File: src/rtl/led_blink_multi.sv
// rtl/led_blink_multi.sv - multi-channel programmable timebase / LED driver
// Each channel runs its own period counter and drives led_out/tick/busy per its mode.
module led_blink_multi #(
   parameter int  CNT_W       = 25,
   parameter int  CH          = 4,
   parameter int  CNT_MAX_DEF = 24_999_999,
   localparam int CH_W        = (CH > 1) ? $clog2(CH) : 1
) (
   input  logic             sys_clk,
   input  logic             sys_rst,
   input  logic             cfg_we,
   input  logic [CH_W-1:0]  cfg_ch,
   input  logic [CNT_W-1:0] cfg_period,
   input  logic [1:0]       cfg_mode,
   input  logic             cfg_en,
   output logic [CH-1:0]    led_out,
   output logic [CH-1:0]    tick,
   output logic [CH-1:0]    busy
);

   localparam logic [CNT_W-1:0] P_DEF    = CNT_W'(CNT_MAX_DEF);
   localparam logic [1:0]       M_PULSE  = 2'b01;
   localparam logic [1:0]       M_ONESHOT = 2'b10;

   logic [CH-1:0][CNT_W-1:0] period_q, period_d;
   logic [CH-1:0][CNT_W-1:0] cnt_q, cnt_d;
   logic [CH-1:0][1:0]       mode_q, mode_d;
   logic [CH-1:0]            en_q, en_d;
   logic [CH-1:0]            led_q, led_d;
   logic [CH-1:0]            tick_q, tick_d;
   logic [CH-1:0]            busy_q, busy_d;

   always_comb begin
      period_d = period_q;
      cnt_d    = cnt_q;
      mode_d   = mode_q;
      en_d     = en_q;
      led_d    = led_q;
      tick_d   = tick_q;
      busy_d   = busy_q;
      for (int c = 0; c < CH; c++) begin
         if (!en_q[c]) begin
            cnt_d[c]  = '0;
            tick_d[c] = 1'b0;
            led_d[c]  = 1'b0;
            busy_d[c] = 1'b0;
         end else if (cnt_q[c] == period_q[c]) begin
            cnt_d[c]  = '0;
            tick_d[c] = 1'b1;
            case (mode_q[c])
               M_PULSE:   led_d[c] = 1'b1;
               M_ONESHOT: begin
                  led_d[c]  = 1'b0;
                  busy_d[c] = 1'b0;
                  en_d[c]   = 1'b0;
               end
               default:   led_d[c] = ~led_q[c];
            endcase
         end else begin
            cnt_d[c]  = cnt_q[c] + CNT_W'(1);
            tick_d[c] = 1'b0;
            if (mode_q[c] == M_PULSE) begin
               led_d[c] = 1'b0;
            end
         end
         // A config write restarts the channel and wins over a same-edge wrap.
         if (cfg_we && (cfg_ch == CH_W'(c))) begin
            period_d[c] = cfg_period;
            mode_d[c]   = cfg_mode;
            en_d[c]     = cfg_en;
            cnt_d[c]    = '0;
            tick_d[c]   = 1'b0;
            led_d[c]    = (cfg_mode == M_ONESHOT) && cfg_en;
            busy_d[c]   = (cfg_mode == M_ONESHOT) && cfg_en;
         end
      end
   end

   always_ff @(posedge sys_clk) begin
      if (sys_rst) begin
         period_q <= {CH{P_DEF}};
         cnt_q    <= '0;
         mode_q   <= '0;
         en_q     <= '1;
         led_q    <= '0;
         tick_q   <= '0;
         busy_q   <= '0;
      end else begin
         period_q <= period_d;
         cnt_q    <= cnt_d;
         mode_q   <= mode_d;
         en_q     <= en_d;
         led_q    <= led_d;
         tick_q   <= tick_d;
         busy_q   <= busy_d;
      end
   end

   assign led_out = led_q;
   assign tick    = tick_q;
   assign busy    = busy_q;

endmodule

File: config.mk
export PLATFORM = sky130hd
export DESIGN_NAME = led_blink_multi
export DESIGN_NICKNAME = d
export VERILOG_FILES = /design/src/rtl/led_blink_multi.sv
export SDC_FILE = /design/constraint.sdc
export NUM_CORES = 1
export LEC_CHECK = 0
export ABC_AREA = 1
export CORE_MARGIN = 3
export CORE_UTILIZATION = 45
export DETAILED_ROUTE_END_ITERATION = 8
export PLACE_DENSITY = 0.73
export SETUP_SLACK_MARGIN = 0.15
export SYNTH_ARGS = -nofsm -noshare
export SYNTH_HDL_FRONTEND = slang
export SYNTH_SLANG_ARGS = --single-unit
export TNS_END_PERCENT = 1
File: constraint.sdc
create_clock -name sys_clk -period 4.64 [get_ports sys_clk]
set_clock_uncertainty 0.05 [all_clocks]
set_input_delay 0.928 -clock sys_clk [delete_from_list [all_inputs] [get_ports sys_clk]]
set_output_delay 0.928 -clock sys_clk [all_outputs]
set_load 0.01 [all_outputs]
# [Word level (Yosys, flattened, before mapping)]
# Cells that the tools add are included.
[totals] elab_cells=139 output_inout_bits=12 register_bits=224
[op_classes] bitwise_logic=8 mux=56 eq_ne=28 n_reduce_logical=18 addsub=4
[op_table] op="adder 25 x 1 -> 25 bit, second input constant" n=4
[op_table] op="equality test 25 bit" n=4
[op_table] op="2-to-1 mux 1 bit" n=52
[op_table] op="!= test 3 x 1 -> 1 bit, second input constant" n=8
[op_table] op="!= test 4 x 1 -> 1 bit, second input constant" n=4
[op_table] op="OR reduction 4 bit" n=4
[op_table] op="equality test 2 bit, second input constant" n=7
[op_table] op="OR reduction 3 bit" n=4
[op_table] op="equality test 2 x 1 -> 1 bit, second input constant" n=5
[op_table] op="NOT 1 bit" n=8
[op_table] op="case mux 1 bit (2 select lines)" n=4
[op_table] op="AND reduction 2 bit" n=4
[op_table] op="logical AND 1 bit" n=5
[op_table] op="zero test 2 bit" n=1

# [Longest topological paths before layout]
# Gate-level depths: netlist (run 1).
[logic_depth] depth_word=5 depth_mapped=12

# [Worst setup path before layout (run 1)]
# OpenSTA, ideal clock, no wires.
[synth_path] path_type="input -> register" startpoint="input port sys_rst" endpoint="register period_q[0] (netlist bit)" path_buffers=4 slack_ps=2618 t_arrival_ps=1848 setup_time_ps=123 cell_stages=6 path_cell_list="buf_2 inv_1 buf_2 buf_2 buf_2 nand3_1"
[synth_rtl] item="from (decl)" line="10" rtl="input logic sys_rst,"
[synth_rtl] item="to (signal assigned)" line="81" rtl="period_q <= {CH{P_DEF}};"
[synth_rtl] item="to (signal assigned)" line="89" rtl="period_q <= period_d;"
[synth_rtl] item="to (decl)" line="25" rtl="logic [CH-1:0][CNT_W-1:0] period_q, period_d;"
# No word-level cell between the ends.

# [Worst setup path after layout (run 1)]
[layout_path] startpoint="input port cfg_we" endpoint="register cnt_q[77] (netlist bit)"
[layout_via] elab_chain_cells=2
[layout_lines] item="from (decl)" line="11" rtl="input logic cfg_we,"
[layout_lines] item="logical AND 1 bit" line="67" rtl="if (cfg_we && (cfg_ch == CH_W'(c))) begin"
[layout_lines] item="OR reduction 4 bit (no source line)"
[layout_lines] item="to (signal assigned)" line="90" rtl="cnt_q <= cnt_d;"
[layout_lines] item="to (decl)" line="26" rtl="logic [CH-1:0][CNT_W-1:0] cnt_q, cnt_d;"
# No other way between the ends.
# A chain may end at the register's enable or synchronous reset.

==> impl_metrics.ini, run 1 <==
[critical_path]
critPathMaxFanout = 30
path_cells = clkdlybuf4s50_1 -> nand2_1 -> nor2_2 -> buf_4 -> inv_2 -> nand2_1 -> inv_1 -> nand3_2 -> nor3b_1
r2r-end = cnt_q[74]
crit_top_cell = nand2_1
r2r-start = cnt_q[50]
worstPathRequired_ns = 5.02
cp.arrival_ns = 3.31
reg2regPathDepth = 7
reg2reg_slack_ns = 2.63
critPathKind = in -> reg
cp_slowest_cell = clkdlybuf4s50_1
startpoint_type = primary input
max_stage_delay_ns = 0.44
cp_num_buf_inv = 4
crit_family = buffers and inverters
end_kind = register

[routing]
drc = 0
wl_per_cell_um = 15.4
vias = 9890
drt_iter0_drc = 841
avgViaCountPerCell = 5.12
ant_nets = 0
routed_wl_um = 29700
first_pass_iters = 4

[power]
power.total_mw = 4.35
leakage_nw = 4.94
vdd_drop_max_uv = 239
power-per-cell-area_nw_per_um2 = 346

[sta]
relSlewSlack = 0.493
grt_setup_unrepaired = false
timing.final.max_slew_violations = 0
worstMarginPinSlew_ns = 0.760
min_period_ns = 2.93
period_share = 0.632
max_freq_mhz = 341
hold_viol_final = 0
setup_viol = 0
finalSetupTns_ns = 0

[outcome]
outcome = finished clean

[logic_synthesis]
synth_top_flop_cell = dfxtp_1
syn_inst = 1563
syn_nets = 1608
netlist_area_um2 = 11100
synth_fa_ha_area_frac = 0.0136
synthXorXnorAreaFrac = 0.0847
synth_area_per_cell_um2 = 7.08
yosysSeqAreaShare = 0.405
ys_seq_elements = 224
synth_top_family_by_area = simple AND/OR/NAND/NOR gates
synth_compound_area_frac = 0.0712
yosysUniqueCellTypes = 45
synth_edf_count = 0
async_reset_ff_frac = 0
synth-simple-area-share = 0.349
ys.warnings.count = 0
synth_mux_area_frac = 0

[clocking]
postCtsResizedCells = 0
htreeDepth = 1
cts_setup_buffers = 0
hold_buffers = 0
clk_pin_slew_worst_paths_ns = 0.06
cts_made_buffers = 24
clk_path_buf_depth = 3
cts_root_buf = clkbuf_16
clock_sinks = 224
clock_latency_ns = 0.52
cts_tree = built

[layout]
n_fill_cell = 2297
multi_input_area_um2 = 5750
drive_above_1_share = 0.0726
fin_nets = 1641
syn2layout_area_growth_pct = 13.7
antenna_cells = 0
ff_latch_area_um2 = 4480
final_cells = 1930
final_cell_area_um2 = 12600

[placed_design]
dp.cells = 1889
gp_congestion = 0.924
hpwl_um = 21100
placedInstanceArea_um2 = 11800
portBuffers = 44

[min_path]
hold_end = period_q[58]
whs_path_depth = 2
worstHoldStart = period_q[58]
worstHoldPathType = reg -> reg

[global_routing]
grtUsageTotal = 0.223
grt_pass1_wl_um = 47900
antenna_found_initial = 0
grt_max_degree = 77
grt_pass1_vias = 9368
gr-total-overflow = 0

[floorplanning]
io_pins = 45
die_h_um = 163
core_um2 = 23800
dieArea_um2 = 26500
die_width_um = 163
row_count = 56
initial_core_util = 0.465

[job]
max_cap_violations = 0
[worst reg2reg max path: stages, from the launching register on]
cell and delay, ns:
dfxtp_1 0.41, ha_1 0.28, nand2_2 0.11, nor3_2 0.31
nand3_1 0.24, nor3_1 0.27, or2_2 0.16, a21oi_1 0.05
[Yosys cell counts (8+ instances only)]
library cell | number | area, um2
o211ai_1 | 16 | 120
nand2_1 | 412 | 1550
nor2_1 | 216 | 811
nor2_2 | 8 | 50.1
xor2_1 | 58 | 508
nand2_2 | 12 | 75.1
dfxtp_1 | 224 | 4480
buf_2 | 9 | 45.0
nand3_2 | 9 | 90.1
nor3_2 | 10 | 100
inv_1 | 158 | 593
xnor2_1 | 49 | 429
clkbuf_1 | 22 | 82.6
nor3b_1 | 11 | 82.6
nand4_1 | 24 | 150
o21ai_0 | 54 | 270
ha_1 | 12 | 150
a21oi_1 | 68 | 340
nand3_1 | 94 | 470
nor3_1 | 31 | 155
[layout by cell type (no fill, tap or decap), drive strengths merged]
| master | n |
|---|---|
| a211oi | 4 |
| a21o | 1 |
| a21oi | 68 |
| a31oi | 1 |
| and2 | 1 |
| and3 | 1 |
| buf | 7 |
| bufinv | 2 |
| clkbuf | 35 |
| clkdlybuf4s50 | 44 |
| clkinv | 6 |
| dfxtp | 224 |
| ha | 12 |
| inv | 164 |
| nand2 | 425 |
| nand3 | 105 |
| nand3b | 2 |
| nand4 | 25 |
| nor2 | 229 |
| nor3 | 42 |
| nor3b | 14 |
| nor4 | 8 |
| o211ai | 16 |
| o21ai | 55 |
| o41ai | 1 |
| or2 | 11 |
| or3 | 1 |
| xnor2 | 49 |
| xor2 | 58 |
[where the power goes]
part,internal [mW],switching [mW]
clock,1.21,0.779
sequential,1.99,0.0476
combinational,0.124,0.205
total,3.32,1.03
[worst max-delay path by stage]
stage | cells past startpoint | endpoint | start | slack (ns)
global route | 9 | cnt_q[77] | cfg_we | 1.52
finish | 9 | cnt_q[77] | cfg_we | 1.71
CTS | 9 | cnt_q[77] | cfg_we | 1.72
detailed placement | 9 | cnt_q[77] | cfg_we | 1.20
floorplan | 6 | period_q[0] | sys_rst | 2.62
global placement | 9 | cnt_q[77] | cfg_we | 1.30
[kinds of logic (layout without fill, tap and decap cells)]
logic type                 Yosys count  in the layout
AOI/OAI and AO/OA                  146            146
xor gates and xnor gates           107            107
adders and majority gates           12             12
buffers and inverters              210            258
DFF                                224            224
and+or+nand+nor                    864            864
[sequential cells by signal, summed over array words and instances, names as in the netlist]
signal,cells
cnt_q,100
period_q,100
mode_q,8
busy,4
en_q,4
led_out,4
tick,4
[metal layers]
metal  global-route usage  wire, um  vias up  share of wire
met5                    0         0        -              0
met4               0.0850      1050        0          0.035
met3               0.0417      1960       67          0.066
met2                0.351     13200      271           0.44
met1                0.304     13600     4545           0.46
li1                     -         -     5007              -
[metrics by stage]
step / hold slack [ns] / setup slack, ns / utilization
global placement: 0.403 / 1.30 / 0.494
finish: 0.419 / 1.71 / 0.528
global route: 0.440 / 1.52 / 0.528
detailed placement: 0.408 / 1.20 / 0.494
floorplan: 0.393 / 2.62 / -
CTS: 0.418 / 1.72 / 0.528
[layout make-up]
| class | instances | area share |
|---|---|---|
| Clock inverter | 6 | 0.00636 |
| Tap cell | 319 | 0.0317 |
| Sequential cell | 224 | 0.356 |
| Timing Repair Buffer | 51 | 0.0402 |
| Clock buffer | 35 | 0.0591 |
| Inverter | 166 | 0.0496 |
| Multi-Input combinational cell | 1129 | 0.457 |
Power figures use the tool's default switching activity.
==> run 2, diff against run 1 <==
- clock period: 4.64 -> 2.7 ns (I/O delays scaled with it)
==> run 2 against run 1 <==
Effect of this change:
- utilization rose by 0.32 points
- worst setup slack got worse by 1.1 ns
- critical path type is now reg -> out
- clock-buffer cell count rose by 2
- non-clock buffer count rose by 14
- wire length rose by 2.6%
- critical endpoint is now led_out[3]
- critical path depth fell by 8
- cell area rose by 0.60%
- die area did not move
- global-route usage rose by 0.34 points
- first-iteration DRC count fell by 12%
- via count rose by 1.6%
- sequential cell count did not move
==> impl_metrics.ini, run 2 (synthesized netlist as in run 1, its figures left out) <==
[sta]
max_freq_mhz = 473
timing.final.max_slew_violations = 0
finalSetupTns_ns = 0
relSlewSlack = 0.644
hold_viol_final = 0
worstMarginPinSlew_ns = 0.534
whs_ns = 0.417
grt_setup_unrepaired = false
period_share = 0.783
min_period_ns = 2.11
setup_viol = 0

[global_routing]
grt_max_degree = 31
grt_pass1_wl_um = 48600
grt_pass1_vias = 9446
grtUsageTotal = 0.226
gr-total-overflow = 0
antenna_found_initial = 0

[placed_design]
dp.cells = 1903
portBuffers = 44
hpwl_um = 21700
gp_congestion = 0.909
placedInstanceArea_um2 = 11900

[layout]
fin_nets = 1655
syn2layout_area_growth_pct = 14.4
n_fill_cell = 2283
final_cell_area_um2 = 12700
final_cells = 1946
multi_input_area_um2 = 5750
final_cell_mix = 412 x nand2_1, 224 x dfxtp_1, 214 x nor2_1
ff_latch_area_um2 = 4480
top_regs = cnt_q (100), period_q (100), mode_q (8)
fin_util = 0.531
antenna_cells = 0
drive_above_1_share = 0.0805
layout_commonest_cell = nand2_1

[floorplanning]
dieArea_um2 = 26500
die_h_um = 163
die_width_um = 163
core_um2 = 23800
io_pins = 45
row_count = 56
initial_core_util = 0.465

[clocking]
cts_tree = built
postCtsResizedCells = 0
htreeDepth = 1
clock_sinks = 224
clk_pin_slew_worst_paths_ns = 0.06
clk_path_buf_depth = 3
cts_root_buf = clkbuf_16
cts_made_buffers = 24
cts_setup_buffers = 0
hold_buffers = 0
clock_latency_ns = 0.52

[critical_path]
cp_num_buf_inv = 1
critPathMaxFanout = 3
end_kind = output pin
cp_slowest_cell = clkdlybuf4s50_1
critPathKind = reg -> out
startpoint_type = register
max_stage_delay_ns = 0.58
cp.arrival_ns = 1.52
path_cells = clkdlybuf4s50_1
worstPathRequired_ns = 2.11
crit_family = buffers and inverters

[routing]
ant_nets = 0
routed_wl_um = 30500
first_pass_iters = 5
wl_per_cell_um = 15.7
drc = 0
vias = 10000
avgViaCountPerCell = 5.16
drt_iter0_drc = 741

[power]
power-per-cell-area_nw_per_um2 = 587
leakage_nw = 4.99
vdd_drop_max_uv = 504

[outcome]
outcome = finished clean

[job]
max_cap_violations = 0

[min_path]
worstHoldPathType = reg -> reg
[run 2: changes by cell type in the layout (fill, tap and decap cells not counted), sizes merged]
cell / delta
clkinv: +1
buf: +14
clkbuf: +2
bufinv: -1
[run 2: layer usage]
layer / share of wire / track usage
met2: 0.46 / 0.378
met3: 0.066 / 0.0364
met1: 0.45 / 0.302
met5: 0 / 0
met4: 0.027 / 0.0684
[run 2: worst paths after layout]
check             slack [ns]            to  cells after the start    startpoint
setup / recovery        0.59    led_out[3]                      1    led_out[3]
hold / removal          0.42  period_q[67]                      2  period_q[67]
setup reg to reg        0.62     cnt_q[74]                      7     cnt_q[50]
hold reg to reg         0.42  period_q[67]                      2  period_q[67]
[run 2: report_power, final]
part	switching [mW]	total, mW	internal (mW)
logic	0.360	0.583	0.223
clock network	1.35	3.35	2.00
registers	0.0862	3.50	3.41
[run 2: final cells by class]
type / count / share of cell area
clock buffers: 37 / 0.0593
clock inverters: 6 / 0.00435
inverters: 166 / 0.0493
multi-input cells: 1129 / 0.454
flip-flops and latches: 224 / 0.354
well taps: 319 / 0.0315
repair buffers: 65 / 0.0472
[run 2: through the flow]
| stage | worst slack [ns] | total power [mW] |
|---|---|---|
| floorplan | 1.07 | 3.92 |
| global placement | 0.328 | 4.13 |
| detailed placement | 0.304 | 4.14 |
| CTS | 0.577 | 7.47 |
| global route | 0.449 | 7.68 |
| finish | 0.585 | 7.43 |
==> run 3, diff against run 2 <==
- PLACE_DENSITY: 0.73 -> 0.75
- clock period: 2.7 -> 1.8 ns (I/O delays scaled with it)
==> run 3 against run 2 <==
Effect of this change:
- sequential power up 50%
- critical path type is now reg -> reg
- cell area rose by 11%
- largest cell class unchanged
- cell count increased by 5.2%
- worst hold slack improved by 0.0011 ns
- highest routed layer unchanged
- sequential share of layout area fell by 2.9 points
- power increased by 52%
==> impl_metrics.ini, run 3 (synthesized netlist as in run 1, its figures left out) <==
[min_path]
hold_end = period_q[98]
whs_path_depth = 2
worstHoldPathType = reg -> reg
worstHoldStart = period_q[98]

[critical_path]
crit_family = simple AND/OR/NAND/NOR gates
cp_slowest_cell = dfxtp_2
reg2regPathDepth = 10
max_stage_delay_ns = 0.36
r2r-start = cnt_q[85]
worstPathRequired_ns = 2.15
cp.arrival_ns = 2.09
path_cells = inv_2 -> nand2_2 -> nand2_1 -> nor2_1 -> nand3_1 -> nor2_2 -> nand3_2 -> nand3_4 -> clkbuf_16 -> nor2_4
end_kind = register
critPathKind = reg -> reg
cp.depth = 10
r2r-end = cnt_q[78]
critPathMaxFanout = 6
startpoint_type = register
cp_num_buf_inv = 2
reg2reg_slack_ns = 0.06

[layout]
fin_nets = 1757
top_regs = cnt_q (100), period_q (100), mode_q (8)
multi_input_area_um2 = 6090
n_fill_cell = 2124
final_cell_mix = 403 x nand2_1, 191 x nor2_1, 167 x dfxtp_1
final_cells = 2048
ff_latch_area_um2 = 4580
layout_commonest_cell = nand2_1
drive_above_1_share = 0.205
antenna_cells = 0
fin_util = 0.590
syn2layout_area_growth_pct = 27.0
final_cell_area_um2 = 14100

[clocking]
hold_buffers = 0
clock_sinks = 224
clk_path_buf_depth = 3
cts_made_buffers = 24
cts_root_buf = clkbuf_16
clock_latency_ns = 0.53
htreeDepth = 1
cts_tree = built
clk_pin_slew_worst_paths_ns = 0.06

[placed_design]
gp_congestion = 0.934
dp_slack_ns = -0.160
portBuffers = 44
hpwl_um = 22600
placedInstanceArea_um2 = 12500
dp.cells = 1973

[job]
max_cap_violations = 0

[power]
leakage_nw = 5.83
p_sw_mw = 2.79
p_seq_frac = 0.464
sw_frac_of_total = 0.247
vdd_drop_max_uv = 648
power-per-cell-area_nw_per_um2 = 804
intPower_mw = 8.51
clkPwrFrac = 0.439
combPwrFrac = 0.097

[sta]
layout_setup_ws_ns = 0.0630
period_share = 0.965
worstMarginPinSlew_ns = 0.543
min_period_ns = 1.74
max_freq_mhz = 576
timing.final.max_slew_violations = 0
hold_viol_final = 0
grt_setup_unrepaired = true
finalSetupTns_ns = 0
setup_viol = 0
relSlewSlack = 0.637

[global_routing]
grt_pass1_wl_um = 48900
gr-total-overflow = 0
grtUsageTotal = 0.227
use_met1 = 0.293
grt_max_degree = 31
grt_pass1_vias = 9948
grt_util_met2 = 0.372
grtUsageMet3 = 0.0409
busiest_layer = met2
antenna_found_initial = 0

[floorplanning]
row_count = 56
die_h_um = 163
io_pins = 45
dieArea_um2 = 26500
core_um2 = 23800
initial_core_util = 0.465
die_width_um = 163

[routing]
avgViaCountPerCell = 5.21
first_pass_iters = 6
drc = 0
ant_nets = 0
drt_iter0_drc = 830
wl_per_cell_um = 15.8
vias = 10700
routed_wl_um = 32400

[outcome]
outcome = finished clean
## run 3: worst max-delay path by stage
| stage | start | endpoint | slack, ns |
|---|---|---|---|
| 6_report | cnt_q[85] | cnt_q[78] | 0.06 |
| 5_1_grt | cnt_q[85] | cnt_q[85] | 0.003 |
| 4_1_cts | cnt_q[78] | cnt_q[92] | 0.13 |
| 3_5_place_dp | cfg_ch[1] | led_out[1] | -0.16 |
| 3_3_place_gp | cfg_we | period_q[48] | -0.12 |
| 2_1_floorplan | cnt_q[50] | cnt_q[72] | 0.19 |
## run 3: worst register-to-register path: cells and delay by family (launching register included)
family | cells | cell delay (ns)
AND/OR/NAND/NOR | 8 | 0.96
flip-flops | 1 | 0.36
buffers and inverters | 2 | 0.26
## run 3: power by group through the flow
stage | Sequential (mW) | Clock, mW | Combinational (mW)
2_1_floorplan | 5.33 | 0 | 0.555
3_3_place_gp | 5.34 | 0 | 0.943
3_5_place_dp | 5.35 | 0 | 0.968
4_1_cts | 5.24 | 5.06 | 0.971
5_1_grt | 5.26 | 5.22 | 1.19
6_report | 5.24 | 4.96 | 1.09
## run 3: metal layers
metal	up-vias	wire, um
met5	-	0
met4	0	1470
met3	103	2140
met2	366	15100
met1	4947	13700
li1	5246	-
## run 3: area by class of cell
cell class                      instances  share of cell area
Timing Repair Buffer                  167               0.112
Multi-Input combinational cell       1129               0.433
Sequential cell                       224               0.326
Inverter                              166              0.0448
Clock inverter                          9             0.00561
Clock buffer                           34              0.0512
Tap cell                              319              0.0284
## run 3: what timing repair did
| item | in CTS | in global routing |
|---|---|---|
| resized for setup | 37 | 135 |
| gates cloned | 0 | 8 |
| endpoints found under the setup margin | 112 | 112 |
| pin swaps | 2 | 45 |
| buffers inserted | 0 | 24 |
## run 3: per-stage QoR
step	total power [mW]	hold slack (ns)
2_1_floorplan	5.88	0.393
3_3_place_gp	6.29	0.401
3_5_place_dp	6.32	0.408
4_1_cts	11.3	0.417
5_1_grt	11.7	0.439
6_report	11.3	0.418
